### config.mk
export PLATFORM = sky130hd
export DESIGN_NAME = uart_rx
export DESIGN_NICKNAME = d
export VERILOG_FILES = /design/src/rtl/uart_rx.sv
export SDC_FILE = /design/constraint.sdc
export NUM_CORES = 1
export LEC_CHECK = 0
export CORE_UTILIZATION = 49
export CTS_CLUSTER_DIAMETER = 120
export DETAILED_ROUTE_END_ITERATION = 7
export PLACE_DENSITY = 0.75
export SETUP_SLACK_MARGIN = 0.2
export SLEW_MARGIN = 20
export SYNTH_ARGS = -nofsm -noshare
export SYNTH_HDL_FRONTEND = slang
export SYNTH_SLANG_ARGS = --single-unit
### constraint.sdc
create_clock -name clk -period 4.46 [get_ports clk]
set_clock_uncertainty 0.05 [all_clocks]
set_input_delay 1.338 -clock clk [delete_from_list [all_inputs] [get_ports clk]]
set_output_delay 1.338 -clock clk [all_outputs]
set_load 0.01 [all_outputs]
### src/rtl/uart_rx.sv
// uart_rx: 16x-oversampled UART receiver with a one-entry holding register.
// Optional feature macro UART_RX_RTS_EN: rts_n mirrors the holding-register full flag.
module uart_rx (
    input  logic       clk,
    input  logic       rst,
    input  logic       tick,
    input  logic       rx,
    input  logic [1:0] data_bit_num,
    input  logic       stop_bit_num,
    input  logic       parity_en,
    input  logic       parity_type,
    input  logic       rd_en,
    output logic [7:0] rx_data,
    output logic       rx_valid,
    output logic       parity_err,
    output logic       frame_err,
    output logic       overrun_err,
    output logic       rts_n
);

    typedef enum logic [2:0] {
        IDLE   = 3'd0,
        START  = 3'd1,
        DATA   = 3'd2,
        PARITY = 3'd3,
        STOP   = 3'd4
    } state_e;

    state_e     state_q, state_d;
    logic       rx_meta_q, rxs_q;
    logic [3:0] tick_cnt_q, tick_cnt_d;
    logic [2:0] bit_cnt_q, bit_cnt_d;
    logic       stop_cnt_q, stop_cnt_d;
    logic [7:0] shift_q, shift_d;
    logic [1:0] dbn_q, dbn_d;
    logic       sbn_q, sbn_d;
    logic       pen_q, pen_d;
    logic       ptype_q, ptype_d;
    logic       perr_q, perr_d;
    logic       ferr_q, ferr_d;

    logic [7:0] rx_data_q, rx_data_d;
    logic       rx_valid_q, rx_valid_d;
    logic       parity_err_q, parity_err_d;
    logic       frame_err_q, frame_err_d;
    logic       overrun_q, overrun_d;

    logic       mid_bit;
    logic       last_data;
    logic       last_stop;
    logic       commit;

    // Expected parity bit: even parity is the plain XOR, odd parity its inverse.
    function automatic logic parity_expect(input logic [7:0] d, input logic even);
        return (^d) ^ ~even;
    endfunction

    assign mid_bit   = (tick_cnt_q == 4'hF);
    assign last_data = (bit_cnt_q == (3'd4 + {1'b0, dbn_q}));
    assign last_stop = (stop_cnt_q == sbn_q);
    assign commit    = tick && (state_q == STOP) && mid_bit && last_stop;

    always_ff @(posedge clk or posedge rst) begin
        if (rst) begin
            rx_meta_q <= 1'b1;
            rxs_q     <= 1'b1;
        end else begin
            rx_meta_q <= rx;
            rxs_q     <= rx_meta_q;
        end
    end

    always_ff @(posedge clk or posedge rst) begin
        if (rst) begin
            state_q <= IDLE;
        end else begin
            state_q <= state_d;
        end
    end

    always_comb begin
        state_d = state_q;
        if (tick) begin
            case (state_q)
                IDLE:    if (!rxs_q) state_d = START;
                START:   if (tick_cnt_q == 4'd7) state_d = rxs_q ? IDLE : DATA;
                DATA:    if (mid_bit && last_data) state_d = pen_q ? PARITY : STOP;
                PARITY:  if (mid_bit) state_d = STOP;
                STOP:    if (mid_bit && last_stop) state_d = IDLE;
                default: state_d = IDLE;
            endcase
        end
    end

    // Frame datapath: oversampling counter, bit assembly and per-frame error flags.
    always_comb begin
        tick_cnt_d = tick_cnt_q;
        bit_cnt_d  = bit_cnt_q;
        stop_cnt_d = stop_cnt_q;
        shift_d    = shift_q;
        dbn_d      = dbn_q;
        sbn_d      = sbn_q;
        pen_d      = pen_q;
        ptype_d    = ptype_q;
        perr_d     = perr_q;
        ferr_d     = ferr_q;
        if (tick) begin
            case (state_q)
                IDLE: begin
                    tick_cnt_d = 4'd0;
                    if (!rxs_q) begin
                        bit_cnt_d  = 3'd0;
                        stop_cnt_d = 1'b0;
                        shift_d    = 8'd0;
                        perr_d     = 1'b0;
                        ferr_d     = 1'b0;
                        dbn_d      = data_bit_num;
                        sbn_d      = stop_bit_num;
                        pen_d      = parity_en;
                        ptype_d    = parity_type;
                    end
                end
                START: begin
                    tick_cnt_d = (tick_cnt_q == 4'd7) ? 4'd0 : tick_cnt_q + 4'd1;
                end
                DATA: begin
                    tick_cnt_d = tick_cnt_q + 4'd1;
                    if (mid_bit) begin
                        shift_d[bit_cnt_q] = rxs_q;
                        bit_cnt_d          = last_data ? 3'd0 : bit_cnt_q + 3'd1;
                    end
                end
                PARITY: begin
                    tick_cnt_d = tick_cnt_q + 4'd1;
                    if (mid_bit && (rxs_q != parity_expect(shift_q, ptype_q))) begin
                        perr_d = 1'b1;
                    end
                end
                STOP: begin
                    tick_cnt_d = tick_cnt_q + 4'd1;
                    if (mid_bit) begin
                        if (!rxs_q) ferr_d = 1'b1;
                        stop_cnt_d = 1'b1;
                    end
                end
                default: tick_cnt_d = 4'd0;
            endcase
        end
    end

    always_ff @(posedge clk or posedge rst) begin
        if (rst) begin
            tick_cnt_q <= 4'd0;
            bit_cnt_q  <= 3'd0;
            stop_cnt_q <= 1'b0;
            shift_q    <= 8'd0;
            dbn_q      <= 2'd0;
            sbn_q      <= 1'b0;
            pen_q      <= 1'b0;
            ptype_q    <= 1'b0;
            perr_q     <= 1'b0;
            ferr_q     <= 1'b0;
        end else begin
            tick_cnt_q <= tick_cnt_d;
            bit_cnt_q  <= bit_cnt_d;
            stop_cnt_q <= stop_cnt_d;
            shift_q    <= shift_d;
            dbn_q      <= dbn_d;
            sbn_q      <= sbn_d;
            pen_q      <= pen_d;
            ptype_q    <= ptype_d;
            perr_q     <= perr_d;
            ferr_q     <= ferr_d;
        end
    end

    // Holding register: a same-cycle read frees the slot before the commit lands.
    always_comb begin
        rx_data_d    = rx_data_q;
        rx_valid_d   = rx_valid_q;
        parity_err_d = parity_err_q;
        frame_err_d  = frame_err_q;
        overrun_d    = 1'b0;
        if (rd_en && rx_valid_q) begin
            rx_valid_d   = 1'b0;
            parity_err_d = 1'b0;
            frame_err_d  = 1'b0;
        end
        if (commit) begin
            if (rx_valid_d) begin
                overrun_d = 1'b1;
            end else begin
                rx_data_d    = shift_q;
                rx_valid_d   = 1'b1;
                parity_err_d = perr_q;
                frame_err_d  = ferr_q | ~rxs_q;
            end
        end
    end

    always_ff @(posedge clk or posedge rst) begin
        if (rst) begin
            rx_data_q    <= 8'd0;
            rx_valid_q   <= 1'b0;
            parity_err_q <= 1'b0;
            frame_err_q  <= 1'b0;
            overrun_q    <= 1'b0;
        end else begin
            rx_data_q    <= rx_data_d;
            rx_valid_q   <= rx_valid_d;
            parity_err_q <= parity_err_d;
            frame_err_q  <= frame_err_d;
            overrun_q    <= overrun_d;
        end
    end

    assign rx_data     = rx_data_q;
    assign rx_valid    = rx_valid_q;
    assign parity_err  = parity_err_q;
    assign frame_err   = frame_err_q;
    assign overrun_err = overrun_q;

`ifdef UART_RX_RTS_EN
    logic rts_q;

    always_ff @(posedge clk or posedge rst) begin
        if (rst) begin
            rts_q <= 1'b0;
        end else begin
            rts_q <= rx_valid_d;
        end
    end

    assign rts_n = rts_q;
`else
    assign rts_n = 1'b0;
`endif

endmodule

Yosys cells after proc, flatten, opt, wreduce, memory -nomap -nowiden
Index checks and enable logic that the tools add are counted.
{"block": "totals", "elab_cells": 105, "out_inout_bits": 13, "inputBits": 10, "regBits": 40}
{"block": "classes", "n_mux": 38, "reduce_logical": 21, "eq_ne": 18, "n_bitwise": 5, "add_sub_neg": 3, "n_lt_le_gt_ge": 2}
{"cell": "$mux 3", "n": 9}
{"cell": "$mux 1", "n": 16}
{"cell": "$mux 8", "n": 2}
{"cell": "$ne 2x2->1 const B", "n": 8}
{"cell": "$pmux 8 s2", "n": 1}
{"cell": "$pmux 3 s5", "n": 1}
{"cell": "$reduce_and 4->1", "n": 3}
{"cell": "$bwmux 8", "n": 1}
{"cell": "$logic_and 1x1->1", "n": 8}
{"cell": "$pmux 4 s2", "n": 1}
{"cell": "$reduce_xor 8->1", "n": 1}
{"cell": "$eq 3x2->1 const B", "n": 2}
{"cell": "$pmux 1 s2", "n": 3}
{"cell": "$pmux 3 s2", "n": 1}
{"cell": "$reduce_and 6->1", "n": 1}
{"cell": "$reduce_bool 2->1", "n": 3}
{"cell": "$reduce_and 5->1", "n": 1}
{"cell": "$add 4x1->4 const B", "n": 1}
{"cell": "$eq 4x3->1 const B", "n": 1}
{"cell": "$eq 4x4->1 const B", "n": 1}
{"cell": "$lt 3x4->1 const B", "n": 1}
{"cell": "$mux 4", "n": 1}
{"cell": "$add 3x1->3 const B", "n": 1}
{"cell": "$add 3x2->3 const A", "n": 1}
{"cell": "16 further kinds", "n": 18}

Longest topological paths before layout
Gate-level depths: netlist (run 1).
{"block": "depth", "ltp_word": 7, "depth_mapped": 7, "mapped_depth_nobuf": 6}

Worst setup path after synthesis (run 1)
OpenSTA, ideal clock, no wires.
{"block": "synth_timing", "kind": "in2reg", "start": "input port tick", "end": "register dbn_q[0]", "setup_ns": 0.125, "cell_stages": 5, "t_arrival_ns": 2.233, "t_required_ns": 4.285, "setup_slack_ns": 2.052, "n_path_buf": 2, "path_cell_list": "nand2_2 or3_1 buf_2 buf_6 mux2_4"}
{"block": "synth_via", "elab_chain_cells": 1}
{"item": "from (decl)", "line_no": "6", "text": "input logic tick,"}
{"item": "$reduce_and 3->1 (no source line)"}
{"item": "to (signal assigned)", "line_no": "168", "text": "dbn_q <= dbn_d;"}
{"item": "to (decl)", "line_no": "35", "text": "logic [1:0] dbn_q, dbn_d;"}
Every way passes these cells.
A chain may end at the register's enable or synchronous reset.

Final worst setup path (run 1)
{"block": "layout_timing", "start": "input port tick", "end": "register shift_q[4]"}
{"block": "layout_via", "elab_chain_cells": 1}
{"item": "$reduce_and 4->1 (no source line)"}
{"item": "to (signal assigned)", "line_no": "167", "text": "shift_q <= shift_d;"}
{"item": "to (decl)", "line_no": "34", "text": "logic [7:0] shift_q, shift_d;"}
Every way passes these cells.

==> results.toml, run 1 <==
[floorplanning]
core_um2 = 4030
die_w_um = 67.0
pin_count = 23
die_y_um = 67.0
core.rowCount = 23
initial_core_util_pct = 51.3
die-area_um2 = 4480

[synth]
synth.cell_area_um2 = 2070
synthArstFlopShare_pct = 100
yosysSeqAreaShare_pct = 48.5
yosysTopAreaCell = "dfrtp_1"
synth_top_area_share_pct = 46.0
netlist_top_cells_count = "38 x dfrtp_1, 17 x nand2_1, 14 x o21ai_0, 10 x xnor2_1"
yosysMostFrequentCell = "dfrtp_1"
synth_flop_cell = "dfrtp_1"
synth_edf_count = 0
ys_types = 48
syn_nets = 200
synthCells = 188
synth_seq_cells = 40
synthTopCellsByArea = "dfrtp_1 46%, mux2_4 6.5%, xnor2_1 4.2%"
postSynthAreaPerCell_um2 = 11.0
synth_warnings = 0

[status]
outcome = "finished, final reports clean"

[global_routing]
antenna_found_initial = 0
grt_max_degree = 41
grt_pass1_wl_um = 6200
grt_usage_pct = 18.8
grt-ovfl-total = 0
grt_pass1_vias = 1363

[finish]
drive_above_1_share_pct = 15.6
area_delta_synth_final_pct = 15.0
seqCellArea_um2 = 1000
layout.nets = 216
diodes = 0
n_fill_cell = 339
multi_input_area_um2 = 953

[min_path]
hold_depth = 0
hold_path_end = "rxs_q"
holdCritStartpoint = "rx_meta_q"
hold_path_class = "reg2reg"

[critical_path]
crit_chain = "clkdlybuf4s50_1 > o2111ai_2 > nor4b_1 > mux2i_1"
worst-setup-path-type = "in2reg"
r2r_start = "tick_cnt_q[0]"
crit_path_max_fanout = 14
reg2regPathDepth = 6
crit_slowest_cell = "clkdlybuf4s50_1"
crit_required_ps = 4630
endpoint_kind = "flip-flop"
critPathMaxStageDelay_ps = 710
rr_endpoint = "shift_q[4]"
r2r_slack_ps = 2340
cp.arrival_ps = 3200
startpoint_type = "input pin"

[pwr]
ir_drop_mv = 0.202
power_density_nw_per_um2 = 366
power_leakage_nw = 1.08

[timing]
max_slew.worst_pin.slew_ps = 606
setup_slack_ps = 1430
max_freq_ghz = 0.330
setup_tns_ps = 0
finalCriticalPeriod_ps = 3030
maxSlewHeadroom_pct = 59.6
rsz0062_at_grt = "false"
setup_violations = 0
finalHoldViolations = 0
slew_viol_final = 0
min_period_over_period_pct = 67.9

[run]
maxCapViolCount = 0

[route]
drc = 0
wl_per_cell_um = 14.3
postRouteAntennaNets = 0
first_pass_iters = 4
vias_per_cell = 5.64
wl_um = 3650
num_vias = 1437
drt_iter0_drc = 92

[place]
pre_cts_ws_ps = 1120
dp_hpwl_um = 2590
io_buffer_count = 21
gp_congestion = 0.856

[cts]
ctsResizeCount = 0
htreeDepth = 2
root_buffer = "clkbuf_8"
cts.reportedPaths.clkPinSlew_ps = 80
clock_path_buffers = 2
tritoncts = "yes"
clk_latency_ps = 290
ctsHoldBuffers = 0
cts_setup_buffers = 0
clock_sinks = 40
cts_buffers = 5
==> critical path, delay by kind of cell <==
family                 cells  cell delay, ps
muxes                      1             230
AOI/OAI and AO/OA          1             410
buffers and inverters      1             710
and+or+nand+nor            1             500
==> through the flow <==
stage / util (%) / power [W] / hold WS [ps] / std cells / cell area, µm²
after detailed placement: 56.4 / 0.000588 / 297 / 247 / 2270
after floorplan: - / 0.000556 / 295 / 188 / 2070
after CTS: 59.0 / 0.000876 / 308 / 255 / 2380
after global routing: 59.0 / 0.000917 / 309 / 255 / 2380
final: 59.0 / 0.000870 / 306 / 255 / 2380
after global placement: 56.4 / 0.000578 / 296 / 247 / 2270
==> routing by layer <==
layer | GRT usage [%] | up-vias | routed length, µm
met2 | 30.9 | 43 | 1820
met5 | 0 | - | 0
met3 | 3.77 | 8 | 143
li1 | - | 691 | -
met4 | 10.1 | 0 | 73
met1 | 23.0 | 695 | 1610
==> final cells by class <==
class / count / share of cell area, %
multi-input combinational: 126 / 40.1
timing repair buffer: 22 / 9.15
inverter: 9 / 1.42
sequential: 40 / 42.2
clock inverter: 2 / 1.47
clock buffer: 6 / 3.05
tap: 50 / 2.63
==> placed cells by master (no fill, tap or decap), drive strengths merged, types with 2 or more instances in the layout <==
cell type,synthesis,routed
dfrtp,38,38
clkdlybuf4s50,0,21
nand2,18,18
o21ai,14,14
mux2,14,14
xnor2,10,10
inv,9,9
mux2i,8,8
nor2,8,8
clkbuf,2,6
a21oi,5,5
nand3,5,5
nor4b,4,4
xor2,3,3
o41ai,3,3
nand2b,3,3
nand4,3,3
or3,2,2
nor3,2,2
and3,2,2
a211oi,2,2
a22o,2,2
o211ai,2,2
ha,2,2
dfstp,2,2
nor4,2,2
==> state kept, by name, indices dropped and copies added, names as in the netlist <==
register and cells:
bit_cnt_q 3, dbn_q 2, ferr_q 1, frame_err 1, overrun_err 1, parity_err 1, pen_q 1, perr_q 1
ptype_q 1, rx_data 8, rx_meta_q 1, rx_valid 1, rxs_q 1, sbn_q 1, shift_q 8, state_q 3
stop_cnt_q 1, tick_cnt_q 4
==> worst max-delay path by stage <==
stage,from,end,slack (ps),cells after the start
final,tick,shift_q[4],1430,4
after global routing,tick,shift_q[1],1310,4
after global placement,tick,dbn_q[0],1210,4
after floorplan,tick,dbn_q[0],2050,5
after detailed placement,tick,shift_q[1],1120,4
after CTS,tick,shift_q[1],1440,4
==> kinds of logic after synthesis <==
| kind of cell | after synthesis | share of synthesized area (%) |
|---|---|---|
| XOR/XNOR | 13 | 5.51 |
| AO/OA/AOI/OAI | 34 | 10.7 |
| AND/OR/NAND/NOR | 54 | 15.4 |
| buffers and inverters | 22 | 5.38 |
| adder cells (fa/ha/maj) | 2 | 1.21 |
| other | 1 | 0.181 |
| multiplexers | 22 | 13.1 |
| flip-flops | 40 | 48.5 |
==> report_power, final <==
part           internal (W)  switching [W]  total, W
Combinational     0.0000700      0.0000625  0.000132
Sequential         0.000395      0.0000549  0.000450
Clock              0.000166       0.000122  0.000288
Note: power is estimated with default switching activity, not from simulation.
==> inputs of run 2 (changes only) <==
- clock period: 4.46 -> 3 ns (I/O delays scaled with it)
==> run 2 against run 1 <==
  * Setup slack worse by 820 ps
  * Via count fell by 1.5%
  * Non-clock buffer count is 1 higher
  * Combinational power is 51% higher
  * Global-route usage increased by 0.62 points
  * Cell area rose by 0.32%
==> results.toml, run 2 (synthesis results as in run 1) <==
[status]
outcome = "finished, final reports clean"

[critical_path]
crit_path_max_fanout = 10
startpoint_type = "input pin"
critPathBufInv = 3
crit_family = "buffers and inverters"
worst-setup-path-type = "in2reg"
crit_slowest_cell = "clkdlybuf4s50_1"
crit_chain = "clkdlybuf4s50_1 > buf_4 > inv_1 > a211oi_1 > o21ai_0 > mux2i_1 > o41ai_1"
cp.arrival_ps = 2500
crit_required_ps = 3110
endpoint_kind = "flip-flop"
critPathMaxStageDelay_ps = 540

[cts]
ctsResizeCount = 0
clk_latency_ps = 300
cts.reportedPaths.clkPinSlew_ps = 70
cts_setup_buffers = 0
tritoncts = "yes"
clock_path_buffers = 2
htreeDepth = 2
root_buffer = "clkbuf_8"
cts_buffers = 5
clock_sinks = 40
ctsHoldBuffers = 0

[finish]
area_delta_synth_final_pct = 15.4
drive_above_1_share_pct = 16.0
layout_common_cells = "38 x dfrtp_1, 21 x clkdlybuf4s50_1, 17 x nand2_1"
layout_commonest_cell = "dfrtp_1"
n_fill_cell = 332
design_area_um2 = 2390
seqCellArea_um2 = 1000
multi_input_area_um2 = 953
layout.nets = 217
diodes = 0

[route]
vias_per_cell = 5.53
wl_met2_um = 1780
dr.max_layer_used = "met4"
wl_met1_um = 1720
dr_wl_met3_um = 126
num_vias = 1415
drc = 0
first_pass_iters = 4
wl_per_cell_um = 14.3
postRouteAntennaNets = 0
drt_iter0_drc = 108
wl_um = 3670

[global_routing]
grt_pass1_vias = 1348
grt_max_degree = 41
grt_pass1_wl_um = 6380
grt_usage_pct = 19.5
antenna_found_initial = 0
grt-ovfl-total = 0

[pwr]
power_leakage_nw = 1.08
ir_drop_mv = 0.235
power_density_nw_per_um2 = 543
power_w = 0.00130

[run]
maxCapViolCount = 0

[floorplanning]
initial_core_util_pct = 51.3
die-area_um2 = 4480
core.rowCount = 23
pin_count = 23
die_y_um = 67.0
core_um2 = 4030
die_w_um = 67.0

[timing]
maxSlewHeadroom_pct = 59.0
finalHoldViolations = 0
max_slew.worst_pin.slew_ps = 614
finalCriticalPeriod_ps = 2390
min_period_over_period_pct = 79.6
setup_slack_ps = 611
slew_viol_final = 0
rsz0062_at_grt = "false"
setup_violations = 0
max_freq_ghz = 0.419
setup_tns_ps = 0

[place]
dp_hpwl_um = 2570
io_buffer_count = 21
gp_congestion = 0.873
dpl_cell_area_um2 = 2280
pre_cts_ws_ps = 333

[min_path]
hold_path_class = "reg2reg"
run 2: routing by layer:
metal / up-vias / global-route usage [%]
li1: 691 / -
met1: 679 / 25.4
met2: 40 / 30.6
met3: 5 / 4.62
met4: 0 / 8.24
met5: - / 0
run 2: worst paths after layout:
| kind | endpoint | from | slack, ps | cells past startpoint |
|---|---|---|---|---|
| worst max-delay path | state_q[1] | tick | 610 | 7 |
| worst max register to register | shift_q[6] | tick_cnt_q[0] | 900 | 6 |
| max in group asynchronous | rx_meta_q | rst | 1570 | 3 |
| worst min-delay path | rxs_q | rx_meta_q | 310 | 0 |
| worst min register to register | rxs_q | rx_meta_q | 310 | 0 |
| min in group asynchronous | rx_valid | rst | 970 | 3 |
run 2: metrics by stage:
step	util [%]	hold slack, ps	std cells
after CTS	59.2	312	256
after floorplan	-	295	188
after detailed placement	56.6	302	248
after global placement	56.6	295	248
final	59.2	310	256
after global routing	59.2	320	256
run 2: report_power, final:
group | switching, W | internal (W) | leakage [nW]
combinational | 0.0000940 | 0.000105 | 0.494
clock | 0.000185 | 0.000247 | 0.0552
sequential | 0.0000788 | 0.000587 | 0.536
total | 0.000358 | 0.000939 | 1.08
run 2: final cells by class:
cell class / instances / area share (%)
Clock inverter: 2 / 1.47
Inverter: 9 / 1.42
Clock buffer: 6 / 3.04
Multi-Input combinational cell: 126 / 40.0
Sequential cell: 40 / 42.1
Tap cell: 50 / 2.62
Timing Repair Buffer: 23 / 9.44
==> inputs of run 3 (changes only) <==
- clock period: 3 -> 2.5 ns (I/O delays scaled with it)
==> run 3 against run 2 <==
  * Total power grew 15%
  * Die area is the same
  * Clock power grew 0.9%
  * Critical path depth shrank 3
==> results.toml, run 3 (synthesis results as in run 1) <==
[critical_path]
worst-setup-path-type = "in2reg"
reg2regPathDepth = 6
cp.arrival_ps = 2320
crit_end = "shift_q[4]"
r2r_slack_ps = 390
crit_required_ps = 2670
rr_endpoint = "shift_q[4]"
critPathLaunch = "tick"
crit_path_max_fanout = 11
r2r_start = "tick_cnt_q[0]"
startpoint_type = "input pin"
endpoint_kind = "flip-flop"

[route]
drt_iter0_drc = 59
postRouteAntennaNets = 0
num_vias = 1428
wl_per_cell_um = 14.8
first_pass_iters = 4
drc = 0
wl_um = 3820
vias_per_cell = 5.53

[timing]
finalCriticalPeriod_ps = 2150
finalHoldViolations = 0
max_slew.worst_pin.slew_ps = 657
max_freq_ghz = 0.465
rsz0062_at_grt = "false"
maxSlewHeadroom_pct = 56.2
setup_violations = 0
slew_viol_final = 0
setup_tns_ps = 0
min_period_over_period_pct = 86.0

[floorplanning]
pin_count = 23
core_um2 = 4030
die-area_um2 = 4480
die_w_um = 67.0
core.rowCount = 23
initial_core_util_pct = 51.3
die_y_um = 67.0

[cts]
cts_buffers = 5
tritoncts = "yes"
clk_latency_ps = 300
clock_path_buffers = 2
cts.reportedPaths.clkPinSlew_ps = 70
root_buffer = "clkbuf_8"
clock_sinks = 40
cts_setup_buffers = 0
htreeDepth = 2

[pwr]
power_density_nw_per_um2 = 623
power_leakage_nw = 1.09
power_w = 0.00149
ir_drop_mv = 0.295

[place]
gp_congestion = 0.834
io_buffer_count = 21
dp_hpwl_um = 2700

[finish]
drive_above_1_share_pct = 18.3
diodes = 0
layout.nets = 219
area_delta_synth_final_pct = 16.0
layout_common_cells = "38 x dfrtp_1, 21 x clkdlybuf4s50_1, 17 x nand2_1"
layout_commonest_cell = "dfrtp_1"
utilization_pct = 59.5

[global_routing]
grt_max_degree = 41
grt_usage_pct = 20.0
grt-ovfl-total = 0
grt_pass1_wl_um = 6580
grt_pass1_vias = 1370
antenna_found_initial = 0

[run]
maxCapViolCount = 0

[min_path]
hold_depth = 0
hold_path_class = "reg2reg"

[status]
outcome = "finished, final reports clean"
[run 3: per-stage QoR]
step           hold WS (ps)  cell area (µm²)  setup WS (ps)  instances
6_report                308             2400            350        258
5_1_grt                 310             2400            189        258
4_1_cts                 309             2390            342        258
3_5_place_dp            298             2290           24.4        250
3_3_place_gp            296             2290            120        250
2_1_floorplan           295             2070            680        188
[run 3: worst min-delay path by stage]
stage / start / end / slack, ps
2_1_floorplan: rx_meta_q / rxs_q / 300
3_3_place_gp: rx_meta_q / rxs_q / 300
3_5_place_dp: rx_meta_q / rxs_q / 300
4_1_cts: rx_meta_q / rxs_q / 310
5_1_grt: rx_meta_q / rxs_q / 310
6_report: rx_meta_q / rxs_q / 310
[run 3: area by class of cell]
class,instances,area (µm²)
tap,50,62.6
clock inverter,2,10.0
inverter,9,33.8
multi-input combinational,126,966
sequential,40,1000
clock buffer,6,82.6
fill,341,1630
timing repair buffer,25,240
[run 3: layer usage]
| metal | up-vias | track usage (%) | routed length (µm) |
|---|---|---|---|
| met3 | 5 | 6.16 | 140 |
| li1 | 693 | - | - |
| met1 | 697 | 26.2 | 1780 |
| met2 | 33 | 31.4 | 1860 |
| met5 | - | 0 | 0 |
| met4 | 0 | 5.59 | 45 |
[run 3: repair_timing]
action | CTS | global route
hold endpoints to repair | 0 | 0
resized for setup | 0 | 2
hold buffers | 0 | 0
setup endpoints to repair | 0 | 2
[run 3: report_power, final]
part / internal (W) / total (W) / switching (W)
Clock: 0.000220 / 0.000436 / 0.000216
Sequential: 0.000704 / 0.000810 / 0.000106
Combinational: 0.000129 / 0.000247 / 0.000118
Total: 0.00105 / 0.00149 / 0.000440
[run 3: critical path, cell delays in order]
cell	delay (ps)
clkdlybuf4s50_1	530
o2111ai_2	360
nor4b_1	450
mux2i_1	220
